File: config.mk
export PLATFORM = sky130hd
export DESIGN_NAME = rr_mux
export DESIGN_NICKNAME = d
export VERILOG_FILES = /design/src/rtl/rr_mux_pkg.sv /design/src/rtl/rr_arbiter.sv /design/src/rtl/rr_mux.sv
export SDC_FILE = /design/constraint.sdc
export NUM_CORES = 1
export LEC_CHECK = 0
export ABC_AREA = 0
export BUFFER_PORTS_ARGS = -buffer_cell sky130_fd_sc_hd__buf_2
export CAP_MARGIN = 40
export CORE_UTILIZATION = 40
export DETAILED_ROUTE_END_ITERATION = 7
export PLACE_DENSITY = 0.71
export RECOVER_POWER = 25
export SLEW_MARGIN = 30
export SYNTH_ARGS = -nofsm -noshare
export SYNTH_HDL_FRONTEND = slang
export SYNTH_HIERARCHICAL = 1
export SYNTH_SLANG_ARGS = --single-unit
File: constraint.sdc
create_clock -name clk -period 10.47 [get_ports clk]
set_clock_uncertainty 0.05 [all_clocks]
set_input_delay 1.047 -clock clk [delete_from_list [all_inputs] [get_ports clk]]
set_output_delay 1.047 -clock clk [all_outputs]
set_load 0.02 [all_outputs]
File: src/rtl/rr_mux_pkg.sv
`default_nettype none
// ============================================================================
// Module      : rr_mux_pkg
// Description : Shared sizing helpers, default parameters and grant functions
//               for the round-robin multiplexer.
// Revision    : 1.0 - initial release
// ============================================================================
package rr_mux_pkg;

   localparam int c_default_n_ch = 4;
   localparam int c_default_w    = 8;

   // Select width; never below 1 so a port of width zero cannot appear.
   function automatic int sel_w(input int n);
      return (n <= 1) ? 1 : $clog2(n);
   endfunction

   // Rotate-and-find-first over up to 16 requests. Search starts at ptr+1 and
   // wraps at n, so passing ptr = n-1 yields plain lowest-index priority.
   function automatic logic [15:0] rr_grant(input logic [15:0] req,
                                            input logic [3:0]  ptr,
                                            input int          n);
      logic [15:0] grant;
      logic        found;
      int          idx;
      grant = '0;
      found = 1'b0;
      for (int k = 1; k <= 16; k++) begin
         idx = (int'(ptr) + k) % n;
         if (k <= n && !found && req[idx[3:0]]) begin
            grant[idx[3:0]] = 1'b1;
            found           = 1'b1;
         end
      end
      return grant;
   endfunction

   function automatic logic [3:0] onehot_idx(input logic [15:0] onehot);
      logic [3:0] idx;
      idx = '0;
      for (int i = 0; i < 16; i++) begin
         if (onehot[i]) idx = 4'(i);
      end
      return idx;
   endfunction

endpackage
`default_nettype wire

File: src/rtl/rr_arbiter.sv
`default_nettype none
// ============================================================================
// Module      : rr_arbiter
// Description : One-hot request arbiter with a last-grant pointer. Defining
//               RR_MUX_FIXED_PRIO_EN removes the pointer (lowest index wins).
// Revision    : 1.0 - initial release
// ============================================================================
module rr_arbiter
   import rr_mux_pkg::*;
#(
   parameter int N_CH  = c_default_n_ch,
   parameter int SEL_W = sel_w(N_CH)
) (
   input  logic            clk,
   input  logic            rst_n,
   input  logic [N_CH-1:0] req,
   input  logic            advance,
   output logic [N_CH-1:0] grant
);

   logic [15:0] w_req_ext;
   logic [15:0] w_grant_ext;

   assign w_req_ext = 16'(req);
   assign grant     = w_grant_ext[N_CH-1:0];

`ifdef RR_MUX_FIXED_PRIO_EN
   logic w_unused;

   assign w_grant_ext = rr_grant(w_req_ext, 4'(N_CH - 1), N_CH);
   assign w_unused    = ^{clk, rst_n, advance};
`else
   logic [SEL_W-1:0] r_ptr;
   logic [SEL_W-1:0] w_grant_idx;

   assign w_grant_ext = rr_grant(w_req_ext, 4'(r_ptr), N_CH);
   assign w_grant_idx = SEL_W'(onehot_idx(w_grant_ext));

   // Reset parks the pointer on the last channel so channel 0 is searched first.
   always_ff @(posedge clk) begin
      if (!rst_n) begin
         r_ptr <= SEL_W'(N_CH - 1);
      end else if (advance) begin
         r_ptr <= w_grant_idx;
      end
   end
`endif

endmodule
`default_nettype wire

File: src/rtl/rr_mux.sv
`default_nettype none
// ============================================================================
// Module      : rr_mux
// Description : N-channel arbitrated multiplexer with a single registered
//               output stage. Build option RR_MUX_FIXED_PRIO_EN.
// Revision    : 1.0 - initial release
// ============================================================================
module rr_mux
   import rr_mux_pkg::*;
#(
   parameter  int N_CH  = c_default_n_ch,
   parameter  int W     = c_default_w,
   localparam int SEL_W = sel_w(N_CH)
) (
   input  logic             clk,
   input  logic             rst_n,
   input  logic [N_CH-1:0]  in_valid,
   input  logic [W-1:0]     in_data [N_CH],
   output logic [N_CH-1:0]  in_ready,
   output logic             out_valid,
   output logic [W-1:0]     out_data,
   output logic [SEL_W-1:0] out_sel,
   input  logic             out_ready
);

   logic             r_out_valid;
   logic [W-1:0]     r_out_data;
   logic [SEL_W-1:0] r_out_sel;

   logic [N_CH-1:0]  w_grant;
   logic [SEL_W-1:0] w_grant_idx;
   logic             w_load_en;
   logic             w_xfer;

   rr_arbiter #(
      .N_CH  (N_CH),
      .SEL_W (SEL_W)
   ) u_arbiter (
      .clk     (clk),
      .rst_n   (rst_n),
      .req     (in_valid),
      .advance (w_xfer),
      .grant   (w_grant)
   );

   // The register may load when empty or draining; reset blocks all accepts.
   assign w_load_en   = !r_out_valid || out_ready;
   assign in_ready    = (rst_n && w_load_en) ? w_grant : '0;
   assign w_xfer      = |in_ready;
   assign w_grant_idx = SEL_W'(onehot_idx(16'(w_grant)));

   always_ff @(posedge clk) begin
      if (!rst_n) begin
         r_out_valid <= 1'b0;
         r_out_data  <= '0;
         r_out_sel   <= '0;
      end else if (w_xfer) begin
         r_out_valid <= 1'b1;
         r_out_data  <= in_data[w_grant_idx];
         r_out_sel   <= w_grant_idx;
      end else if (out_ready) begin
         r_out_valid <= 1'b0;
      end
   end

   assign out_valid = r_out_valid;
   assign out_data  = r_out_data;
   assign out_sel   = r_out_sel;

endmodule
`default_nettype wire

# == After elaboration in Yosys (flattened, before gate mapping) ==
# Index checks and enable logic that the tools add are counted.
# totals
regBits,13
in_bits,39
wordCells,88
# op_classes
addsub,4
magnitude_cmp,9
n_mux,44
bitwise,8
n_reduce_logical,19
# ops
operator,count
$mux W16,4
$or A16 B16 Y16,3
$mux W2,14
$lt A4 B5 Y1 const B,4
$bmux W8 S2,1
$ge A4 B1 Y1 const B,4
$mux W8,2
$mux W1,14
$bmux W1 S3,4
$demux W1 S3,4
$logic_and A1 B1 Y1,8
$reduce_or A2 Y1,4
$add A2 B1 Y2 const B,2
$add A2 B2 Y2 const B,2
$and A1 B1 Y1 const A,4
$logic_not A1 Y1,4
$mux W4,1
$reduce_or A4 Y1,1
$ge A3 B3 Y1 const B,1
$not A2 Y3,1
$reduce_bool A2 Y1,1
$logic_or A1 B1 Y1,1

# == Longest topological paths before layout ==
# Gate-level depths: netlist of run 1.
# depth
depth_word,30
mapped_depth,13
mapped_depth_nobuf,12

# == Hierarchy ==
# The synthesis of run 1 kept the hierarchy.
# modules_own_cells
mod,n_inst,cells_per_inst,area_per_inst_um2
rr_mux,1,68,661.9
rr_arbiter,1,43,437.9

# == Least setup slack after synthesis of run 1 ==
# No wires, ideal clock.
# synth_timing
path_kind,input port to output port
from,input in_valid[2]
to,output in_ready[3]
arrival_ns,2.925
path_slack_ns,6.448
stages,6
path_buffers,1
cell_sequence,mux4_2 -> nor4b_4 -> a221oi_1 -> inv_1 -> dlygate4sd1_1 -> and3_1
# synth_between
elab_chain_len,13
word_cells_on_any_way,25
cone_classes,mux (16); bitwise (3); reduce/logical (6)
# synth_rtl
element,line,text
start: declaration,rr_mux.sv:17,"input logic [N_CH-1:0] in_valid,"
$bmux W1 S3,rr_mux_pkg.sv:30,if (k <= n && !found && req[idx[3:0]]) begin
$mux W1 (not written as such),rr_mux_pkg.sv:30,
$mux W1,rr_mux_pkg.sv:30,
$logic_not A1 Y1,rr_mux_pkg.sv:30,
$logic_and A1 B1 Y1,rr_mux_pkg.sv:30,
$mux W1,rr_mux_pkg.sv:30,
$logic_not A1 Y1,rr_mux_pkg.sv:30,
$logic_and A1 B1 Y1,rr_mux_pkg.sv:30,
$mux W1,rr_mux_pkg.sv:30,
$logic_not A1 Y1,rr_mux_pkg.sv:30,
$logic_and A1 B1 Y1,rr_mux_pkg.sv:30,
$mux W16 *,rr_mux_pkg.sv:30,
via w_grant[3],rr_mux.sv:30,logic [N_CH-1:0] w_grant;
$mux W4 *,rr_mux.sv:48,assign in_ready = (rst_n && w_load_en) ? w_grant : '0;
end: declaration,rr_mux.sv:19,"output logic [N_CH-1:0] in_ready,"
# The timed path passes the listed nets; every way through them passes the cells marked *. The select of a mux whose other input is x is not followed.

# == Worst setup path in the final report of run 1 ==
# layout_timing
from,register u_arbiter.r_ptr[0]
to,output in_ready[3]
# layout_between
elab_chain_len,16
word_cells_on_any_way,57
cone_classes,add/sub (4); order compare (8); mux (24); bitwise (7); reduce/logical (14)
# layout_rtl
element,line,text
start: declaration,rr_arbiter.sv:33,logic [SEL_W-1:0] r_ptr;
start signal: assignment,rr_arbiter.sv:42,r_ptr <= SEL_W'(N_CH - 1);
start signal: assignment,rr_arbiter.sv:44,r_ptr <= w_grant_idx;
branches (longest 14 deep; another with $lt A4 B5 Y1),n/a,
$mux W16 *,rr_mux_pkg.sv:30,
via w_grant[3],rr_mux.sv:30,
$mux W4 *,rr_mux.sv:48,
# Mark *: on every way through the listed nets, which the timed path passes. The select of a mux whose other input is x is not followed.

==> impl_metrics.py, run 1 <==
metrics = {
    "status": {
        "outcome": "finished, final reports clean",
    },
    "final_layout": {
        "post_layout_nonfiller_instances": 192,
        "summed_area_of_non_filler_cells_in_the_final_layout_sq_mm": 0.00138,
        "utilization_pct": 54.4,
        "num-nets-final": 210,
        "syn2layout_area_growth_pct": 25.8,
        "antennaDiodeCount": 0,
        "layout-drive-gt1-share_pct": 42.0,
    },
    "global_route": {
        "antenna_violations_before_repair": 0,
        "grt_pass1_wl_um": 4240,
        "global_route_total_usage_across_every_layer_pct": 20.2,
        "grt_pass1_vias": 938,
        "overflow": 0,
        "largest_net_degree_at_the_start_of_global_routing": 19,
    },
    "floorplan": {
        "die-height_um": 54.4,
        "die-area_sq_mm": 0.00296,
        "initial_core_util_pct": 43.2,
        "die_width_um": 54.4,
        "core_sq_mm": 0.00254,
        "io-pin-count": 54,
        "rows": 18,
    },
    "synth": {
        "yosys_register_bits": 13,
        "asyncSetResetFlopFracSynth_pct": 0,
        "postSynthNetCount": 158,
        "seq_area_frac_synth_pct": 23.7,
        "ys.warnings.count": 6,
        "post_synth.cell_area_avg_sq_um": 9.91,
        "synth.distinct_cells": 39,
        "syn_area_sq_mm": 0.00110,
        "post_synth_edffs": 0,
        "ys_dominant_reg_cell": "dfxtp_1",
        "syn-instance-count": 111,
    },
    "cts": {
        "ctsHtreeMaxLevel": 1,
        "tritoncts": "yes",
        "buffers_inserted_by_post_cts_timing_repair": 0,
        "post_cts_hold_buffer_count": 0,
        "cts_buffer_count": 3,
        "clock_tree.buffer_depth": 2,
        "insertion_delay_ns": 0.28,
        "clkSinkCount": 13,
        "cts-root-buf": "clkbuf_4",
        "clock_pin_slew_on_the_worst_setup_and_hold_paths_ns": 0.09,
        "cts.repair.resized": 0,
    },
    "timing": {
        "grt_setup_unrepaired": "false",
        "final_hold_viols": 0,
        "worst_slew_margin_rel_pct": 54.5,
        "period_needed_ns": 4.49,
        "setup_ws_ns": 5.98,
        "timing_worst_slew_pin_value_ns": 0.682,
        "final.period_utilization_pct": 42.9,
        "final.setup.tns_ns": 0,
        "whs_ns": 0.435,
        "setup_violations": 0,
        "fmax_mhz": 223,
        "maxSlewViolCount": 0,
    },
    "detailed_routing": {
        "dr_total_vias": 1147,
        "drt-wirelength-per-cell_um": 15.3,
        "number_of_nets_with_antenna_violations_after_routing": 0,
        "finalWirelength_um": 2940,
        "vias_per_cell": 5.97,
        "route.detailed.drc": 0,
        "drt_iter0_drc": 61,
        "first_pass_iters": 5,
    },
    "worst_setup_path": {
        "cpPeakStageDelay_ns": 0.62,
        "critical_path.most_common_cell": "inv_1",
        "critPathBufInv": 3,
        "worstSetupEndpointType": "output pin",
        "crit_chain": "inv_1, ha_1, mux4_1, nor3b_2, a221oi_1, inv_1, and3_1, buf_2",
        "critical_path_peak_fanout": 14,
        "worst_path_max_delay_cell": "mux4_1",
        "startpoint_type": "flop",
        "timing_worst_setup_path_type": "flop to output pin",
        "crit_arrival_ns": 3.40,
        "data_required_critical_path_ns": 9.37,
        "largest_delay_share_family_worst_path": "buffers and inverters",
    },
    "min_path": {
        "timing.hold.worst.class": "flop to flop",
    },
    "flow_run": {
        "drv.max_cap_violation_count": 0,
    },
    "pwr": {
        "power_mw": 0.453,
        "cellPowerDensity_mw_per_mm2": 327,
        "max-vdd-ir-drop_mv": 0.185,
        "p_leak_nw": 0.645,
    },
    "place": {
        "dpl-instance-area_sq_mm": 0.00137,
        "place_ws_ns": 6.30,
        "finalWeightedCongestion": 0.828,
        "placed_cells_incl_taps": 188,
        "dpl.hpwl_um": 2300,
        "portBuffers": 53,
    },
}
[area by class of cell]
class	instances	area, sq um
fill	237	1160
multi-input combinational	86	781
tap	30	37.5
inverter	6	22.5
clock buffer	4	26.3
timing repair buffer	53	256
sequential	13	260
[report_power, final]
| part | total [mW] | leakage [nW] | internal, mW | switching (mW) |
|---|---|---|---|---|
| clock | 0.0331 | 0.0150 | 0.0148 | 0.0183 |
| combinational | 0.334 | 0.523 | 0.135 | 0.199 |
| sequential | 0.0853 | 0.107 | 0.0687 | 0.0166 |
[final timing paths]
kind,from,to,slack (ns),cells past startpoint
max,u_arbiter/r_ptr[0],in_ready[3],5.98,8
min,out_sel[1],out_sel[1],0.44,1
max reg2reg,u_arbiter/r_ptr[0],u_arbiter/r_ptr[1],6.39,11
min reg2reg,out_sel[1],out_sel[1],0.44,1
[per-layer routing]
metal	routed length, um	GRT usage, %	vias up
met1	1360	28.5	538
met5	0	0	-
met3	141	2.22	5
met2	1380	29.1	51
met4	53	12.0	0
li1	-	-	553
[worst reg2reg max path: cells and delay by family, from the launching register on]
family / cells / cell delay [ns]
AO/OA/AOI/OAI: 2 / 0.60
adder cells (fa/ha/maj): 1 / 0.36
buffers and inverters: 3 / 0.58
flip-flops: 1 / 0.60
multiplexers: 1 / 0.63
AND/OR/NAND/NOR: 4 / 1.19
[cell usage after synthesis, drive strengths merged, types with 2 or more instances]
library cell	count	area share (%)
mux4	4	8.9
a21oi	2	0.91
and3	3	1.7
nand2	8	2.7
nor2b	2	1.1
nor2	2	0.68
buf	2	1.5
a221oi	2	1.6
a222oi	8	7.3
mux2	8	8.2
inv	6	2.0
o21ai	11	5.0
nor3b	2	1.8
dfxtp	13	24
ha	8	9.1
o211ai	9	6.1
clkbuf	3	1.0
nor3	2	0.91
[layout by cell type, fill, tap and decap left out, drive strengths merged, types with 2 or more instances in the layout]
cell	netlist	final
buf	2	46
and3	3	3
ha	8	8
nor2	2	2
nor3b	2	2
a222oi	8	8
mux2	8	8
inv	6	6
dfxtp	13	13
nor2b	2	2
mux4	4	4
clkbuf	3	11
o21ai	11	11
o211ai	9	9
nand2	8	8
a221oi	2	2
nor3	2	2
a21oi	2	2
[flip-flops by register name, summed over array words and instances, names as in the netlist]
name             count
out_sel              2
out_valid            1
u_arbiter/r_ptr      2
out_data             8
[kinds of logic after synthesis]
kind of cell	share of synthesized area, %
adder cells (fa/ha/maj)	9.10
buffers and inverters	5.35
flip-flops	23.7
AND/OR/NAND/NOR	18.2
AO/OA/AOI/OAI	26.6
multiplexers	17.1
Power figures use the tool's default switching activity.
==> run 2: changes to the inputs <==
- ABC_AREA: 0 -> 1
- PLACE_DENSITY: 0.71 -> 0.68
- clock period: 10.47 -> 4.3 ns (I/O delays scaled with it)
==> run 2 against run 1 <==
Cell count increased by 82%. Routed wire length increased by 12%. Combinational power increased to 3.1 times the previous value. Critical path type unchanged. Largest power group unchanged.
==> impl_metrics.py, run 2 <==
metrics = {
    "min_path": {
        "hold_path_depth": 2,
        "timing.hold.worst.class": "flop to flop",
        "hold_path.startpoint": "out_sel[1]",
        "whs_endpoint": "out_sel[1]",
    },
    "detailed_routing": {
        "route.detailed.drc": 0,
        "vias_per_cell": 4.52,
        "number_of_nets_with_antenna_violations_after_routing": 0,
        "dr_total_vias": 1577,
        "finalWirelength_um": 3290,
        "drt_iter0_drc": 68,
        "first_pass_iters": 4,
        "drt-wirelength-per-cell_um": 9.43,
    },
    "global_route": {
        "grt_util_met2_pct": 32.9,
        "grt_pass1_vias": 1380,
        "use_met1_pct": 26.2,
        "overflow": 0,
        "grt_pass1_wl_um": 5550,
        "grtUsageMet3_pct": 3.99,
        "largest_net_degree_at_the_start_of_global_routing": 20,
        "globalRoute.busiestLayer": "met2",
        "global_route_total_usage_across_every_layer_pct": 19.8,
        "antenna_violations_before_repair": 0,
    },
    "final_layout": {
        "post_layout_nonfiller_instances": 349,
        "leading_cell_type_in_the_layout_fill_and_taps_excluded": "nand2_1",
        "area.sequential_sq_um": 260,
        "summed_area_of_non_filler_cells_in_the_final_layout_sq_mm": 0.00171,
        "multiInputGateArea_sq_um": 945,
        "largest_register_ff_count": 8,
        "antennaDiodeCount": 0,
        "utilization_pct": 51.4,
        "syn2layout_area_growth_pct": 22.6,
        "layout-drive-gt1-share_pct": 25.4,
        "most-common-layout-cells": "84 x nand2_1, 46 x buf_2, 39 x inv_1, 39 x nor2_1, 28 x nand3_1",
        "nFillCells": 388,
        "num-nets-final": 351,
    },
    "synth": {
        "post_synth_edffs": 0,
        "synthTopCellsByCount": "84 x nand2_1, 39 x inv_1, 39 x nor2_1, 28 x nand3_1, 13 x dfxtp_1",
        "yosys_register_bits": 13,
        "syn_area_sq_mm": 0.00140,
        "synthDominantCellAreaShare_pct": 22.6,
        "asyncSetResetFlopFracSynth_pct": 0,
        "area_leader_netlist": "nand2_1",
        "ys.warnings.count": 6,
        "seq_area_frac_synth_pct": 18.6,
        "yosys.cell_count.top_type": "nand2_1",
        "ys_dominant_reg_cell": "dfxtp_1",
        "post_synth.cell_area_avg_sq_um": 5.61,
        "postSynthNetCount": 296,
        "synth.distinct_cells": 23,
        "netlist_top_cells_area": "nand2_1 23%, dfxtp_1 19%, inv_1 10%, nor2_1 10%, nand3_1 10%",
        "syn-instance-count": 249,
    },
    "status": {
        "outcome": "finished, final reports clean",
    },
    "cts": {
        "cts-root-buf": "clkbuf_4",
        "ctsHtreeMaxLevel": 1,
        "buffers_inserted_by_post_cts_timing_repair": 0,
        "tritoncts": "yes",
        "cts.repair.resized": 0,
        "post_cts_hold_buffer_count": 0,
        "clkSinkCount": 13,
        "clock_pin_slew_on_the_worst_setup_and_hold_paths_ns": 0.08,
        "insertion_delay_ns": 0.28,
        "clock_tree.buffer_depth": 2,
        "cts_buffer_count": 3,
    },
    "pwr": {
        "internal_power_mw": 0.559,
        "sequential_group_share_of_total_power_pct": 16.0,
        "max-vdd-ir-drop_mv": 0.330,
        "power.switching_mw": 0.787,
        "power.switching_fraction_pct": 58.5,
        "combinationalPowerShare_pct": 78.3,
        "p_clk_share_pct": 5.8,
        "p_leak_nw": 1.08,
        "cellPowerDensity_mw_per_mm2": 785,
    },
    "place": {
        "dpl.hpwl_um": 2750,
        "placed_cells_incl_taps": 345,
        "portBuffers": 53,
        "dpl-instance-area_sq_mm": 0.00170,
        "finalWeightedCongestion": 0.955,
    },
    "timing": {
        "setup_violations": 0,
        "worst_slew_margin_rel_pct": 74.0,
        "final.setup.tns_ns": 0,
        "final_hold_viols": 0,
        "whs_ns": 0.419,
        "timing_worst_slew_pin_value_ns": 0.390,
        "grt_setup_unrepaired": "false",
        "period_needed_ns": 3.16,
        "fmax_mhz": 317,
        "final.period_utilization_pct": 73.4,
        "maxSlewViolCount": 0,
    },
    "worst_setup_path": {
        "startpoint_type": "flop",
        "critical_register_to_register_path_startpoint": "u_arbiter/r_ptr[0]",
        "data_required_critical_path_ns": 3.82,
        "r2r.worst_path.cells": 16,
        "timing.critical_path.from": "u_arbiter/r_ptr[0]",
        "crit_arrival_ns": 2.68,
        "r2r_slack_ns": 1.41,
        "timing_worst_setup_path_type": "flop to output pin",
        "worst_r2r_endpoint": "u_arbiter/r_ptr[1]",
        "worstSetupEndpointType": "output pin",
        "critical_path_peak_fanout": 19,
    },
    "floorplan": {
        "die-height_um": 61.1,
        "die-area_sq_mm": 0.00373,
        "core_sq_mm": 0.00334,
        "die_width_um": 61.1,
        "initial_core_util_pct": 41.9,
        "io-pin-count": 54,
        "rows": 21,
    },
    "flow_run": {
        "drv.max_cap_violation_count": 0,
    },
}
==> run 2: cell types whose count changed after synthesis, sizes merged, moves of 10 or more <==
cell   delta
nor2     +43
inv      +38
nand3    +32
nand2    +86
o21ai    -10
==> run 2: worst max-delay path by stage <==
stage | cells past startpoint | slack [ns] | endpoint
final | 12 | 1.14 | in_ready[3]
after global routing | 12 | 0.93 | in_ready[3]
after CTS | 12 | 1.14 | in_ready[3]
after detailed placement | 16 | 1.42 | u_arbiter/r_ptr[0]
after global placement | 16 | 1.50 | u_arbiter/r_ptr[1]
after floorplan | 12 | 1.54 | in_ready[3]
==> run 2: power by group through the flow <==
stage | sequential, mW | clock [mW] | combinational (mW)
after detailed placement | 0.217 | 0 | 1.07
after floorplan | 0.271 | 0 | 0.800
final | 0.215 | 0.0774 | 1.05
after global placement | 0.217 | 0 | 1.06
after CTS | 0.215 | 0.0793 | 1.07
after global routing | 0.224 | 0.0854 | 1.21
==> run 2: stage by stage <==
stage	setup WS [ns]	power, mW
floorplan	1.54	1.07
global placement	1.50	1.28
detailed placement	1.42	1.28
CTS	1.14	1.37
global route	0.931	1.52
finish	1.14	1.35
==> run 2: critical path, cell delays in order, from the launching register on <==
cell and delay [ns]:
dfxtp_1 0.55, inv_2 0.17, ha_1 0.37, inv_1 0.10, nand3_2 0.09, nand2_4 0.11
nand2_4 0.07, nor3b_1 0.23, nor2_2 0.08, inv_1 0.10, inv_2 0.15, nor2_1 0.18
buf_2 0.19
==> run 2: cell type report <==
| cell class | instances | share of cell area (%) |
|---|---|---|
| multi-input cells | 188 | 55.1 |
| flip-flops and latches | 13 | 15.2 |
| repair buffers | 53 | 15.0 |
| inverters | 45 | 9.85 |
| well taps | 46 | 3.36 |
| clock buffers | 4 | 1.53 |
==> run 2: kinds of logic after synthesis <==
family          after synthesis  synth area share (%)
fa+ha+maj                     8                  7.16
buf+inv                      48                  13.8
simple gates                175                  57.9
flops                        13                  18.6
compound gates                5                  2.51
==> run 2: metal layers <==
| metal | part of all wire, % | routed length (um) |
|---|---|---|
| met1 | 49 | 1610 |
| met4 | 0.88 | 29 |
| met2 | 45 | 1490 |
| met5 | 0 | 0 |
| met3 | 4.9 | 161 |
==> run 3: changes to the inputs <==
- ABC_AREA: 1 -> 0
- PLACE_DENSITY: 0.68 -> 0.74
- clock period: 4.3 -> 2.9 ns (I/O delays scaled with it)
==> run 3 against run 2 <==
Sequential share of layout area fell by 0.85 points. Cell count fell by 35%. Sequential power rose by 36%. Largest cell class unchanged. The flow now finishes with violations (setup timing). Critical path type is now flop to flop. Non-clock buffer count rose by 36. Die area shrank 21%. Setup slack got worse by 1.3 ns. Power up 85%. Register-to-register slack got worse by 1.6 ns.
==> impl_metrics.py, run 3 (synthesized netlist as in run 1, its figures left out) <==
metrics = {
    "status": {
        "outcome": "finished with violations",
        "failed_checks": "setup timing",
    },
    "pwr": {
        "sequential_group_share_of_total_power_pct": 11.7,
        "power.switching_mw": 1.10,
        "cellPowerDensity_mw_per_mm2": 1350,
        "internal_power_mw": 1.40,
        "p_clk_share_pct": 4.6,
        "max-vdd-ir-drop_mv": 1.07,
        "p_leak_nw": 0.864,
        "combinationalPowerShare_pct": 83.7,
        "power.switching_fraction_pct": 44.1,
    },
    "cts": {
        "cts-root-buf": "clkbuf_4",
        "cts_buffer_count": 3,
        "clock_tree.buffer_depth": 2,
        "clkSinkCount": 13,
        "tritoncts": "yes",
        "clock_pin_slew_on_the_worst_setup_and_hold_paths_ns": 0.09,
        "insertion_delay_ns": 0.27,
        "ctsHtreeMaxLevel": 1,
    },
    "detailed_routing": {
        "dr_total_vias": 1327,
        "drt-wirelength-per-cell_um": 16.4,
        "drt_iter0_drc": 107,
        "route.detailed.drc": 0,
        "first_pass_iters": 5,
        "vias_per_cell": 5.82,
        "finalWirelength_um": 3750,
        "number_of_nets_with_antenna_violations_after_routing": 0,
    },
    "final_layout": {
        "area.sequential_sq_um": 265,
        "nFillCells": 185,
        "syn2layout_area_growth_pct": 68.3,
        "largest_register_ff_count": 8,
        "num-nets-final": 246,
        "multiInputGateArea_sq_um": 876,
        "summed_area_of_non_filler_cells_in_the_final_layout_sq_mm": 0.00185,
        "antennaDiodeCount": 0,
        "layout-drive-gt1-share_pct": 65.2,
        "most-common-layout-cells": "48 x buf_2, 23 x buf_4, 14 x buf_6",
        "post_layout_nonfiller_instances": 228,
        "leading_cell_type_in_the_layout_fill_and_taps_excluded": "buf_2",
    },
    "timing": {
        "grt_setup_unrepaired": "true",
        "worst_slew_margin_rel_pct": 54.5,
        "final_hold_viols": 0,
        "final.period_utilization_pct": 105,
        "timing_worst_slew_pin_value_ns": 0.681,
        "whs_ns": 0.271,
        "setup_violations": 14,
        "period_needed_ns": 3.04,
        "maxSlewViolCount": 0,
        "fmax_mhz": 329,
        "setup_ws_ns": -0.143,
        "final.setup.tns_ns": -0.856,
    },
    "worst_setup_path": {
        "data_required_critical_path_ns": 3.01,
        "crit_arrival_ns": 3.15,
        "critical_path_peak_fanout": 6,
        "timing_worst_setup_path_type": "flop to flop",
        "worstSetupEndpointType": "flop",
        "startpoint_type": "flop",
    },
    "floorplan": {
        "rows": 18,
        "core_sq_mm": 0.00254,
        "die-height_um": 54.4,
        "initial_core_util_pct": 43.2,
        "io-pin-count": 54,
        "die_width_um": 54.4,
        "die-area_sq_mm": 0.00296,
    },
    "place": {
        "placed_cells_incl_taps": 211,
        "finalWeightedCongestion": 0.863,
        "portBuffers": 53,
        "dpl-instance-area_sq_mm": 0.00159,
        "dpl.hpwl_um": 2700,
        "place_ws_ns": -0.102,
    },
    "global_route": {
        "grt_pass1_vias": 1157,
        "overflow": 0,
        "global_route_total_usage_across_every_layer_pct": 25.0,
        "largest_net_degree_at_the_start_of_global_routing": 19,
        "grt_pass1_wl_um": 5260,
        "antenna_violations_before_repair": 0,
    },
    "min_path": {
        "timing.hold.worst.class": "input port to flop",
    },
    "flow_run": {
        "drv.max_cap_violation_count": 0,
    },
}
==> run 3: cell types whose count changed in the layout (fill, tap and decap cells not counted), sizes merged, moves of 3 or more <==
cell / previous run / this run
nand2: 94 / 8
nor2: 45 / 2
buf: 46 / 87
inv: 44 / 6
nand3: 33 / 1
o21ai: 1 / 11
a222oi: 0 / 8
mux2: 0 / 8
o211ai: 1 / 9
clkbuf: 11 / 6
mux4: 0 / 4
and3: 0 / 3
==> run 3: power by group through the flow <==
stage	logic, mW	clock network (mW)	registers (mW)
2_1_floorplan	0.972	0	0.357
4_1_cts	1.81	0.117	0.289
5_1_grt	2.23	0.127	0.299
3_5_place_dp	1.65	0	0.290
6_report	2.09	0.115	0.292
3_3_place_gp	1.61	0	0.285
==> run 3: what timing repair did <==
| action | in CTS | in global routing |
|---|---|---|
| setup endpoints to repair | 11 | 16 |
| pin swaps | 9 | 15 |
| gates resized for setup | 14 | 19 |
| setup buffers | 7 | 5 |
| hold buffers | 0 | 0 |
| gates cloned | 0 | 1 |
==> run 3: stage by stage <==
stage	util (%)	total power, mW
after detailed placement	62.4	1.94
after global routing	72.7	2.65
after floorplan	-	1.33
after CTS	67.5	2.22
final	72.7	2.50
after global placement	62.4	1.90
==> run 3: final timing paths <==
kind	from	end	slack [ns]	cells after the start
max reg2reg	u_arbiter/r_ptr[0]	out_data[0]	-0.14	11
min reg2reg	out_data[5]	out_data[5]	0.45	2
min	in_data[11]	out_data[3]	0.27	3
max	u_arbiter/r_ptr[0]	out_data[0]	-0.14	11
==> run 3: layout make-up <==
cell class	count	area share, %
inverter	6	1.49
timing repair buffer	89	33.4
clock buffer	4	1.42
multi-input combinational	86	47.3
sequential	13	14.3
tap	30	2.03
==> run 3: worst max-delay path, cell delays in order, from the launching register on <==
cell and delay [ns]:
dfxtp_4 0.38, inv_4 0.04, ha_4 0.26, mux4_2 0.53, nor3b_4 0.19, a22o_2 0.23
or2_4 0.25, buf_12 0.14, buf_6 0.11, mux2_4 0.29, a222oi_1 0.30, o21ai_1 0.13
==> run 3: routing by layer <==
layer  vias to the layer above  track usage, %  wire length, um
li1                        630               -                -
met1                       620            32.1             1460
met2                        67            41.9             1980
met3                        10            4.44              212
met4                         0            8.12               95
met5                         -               0                0
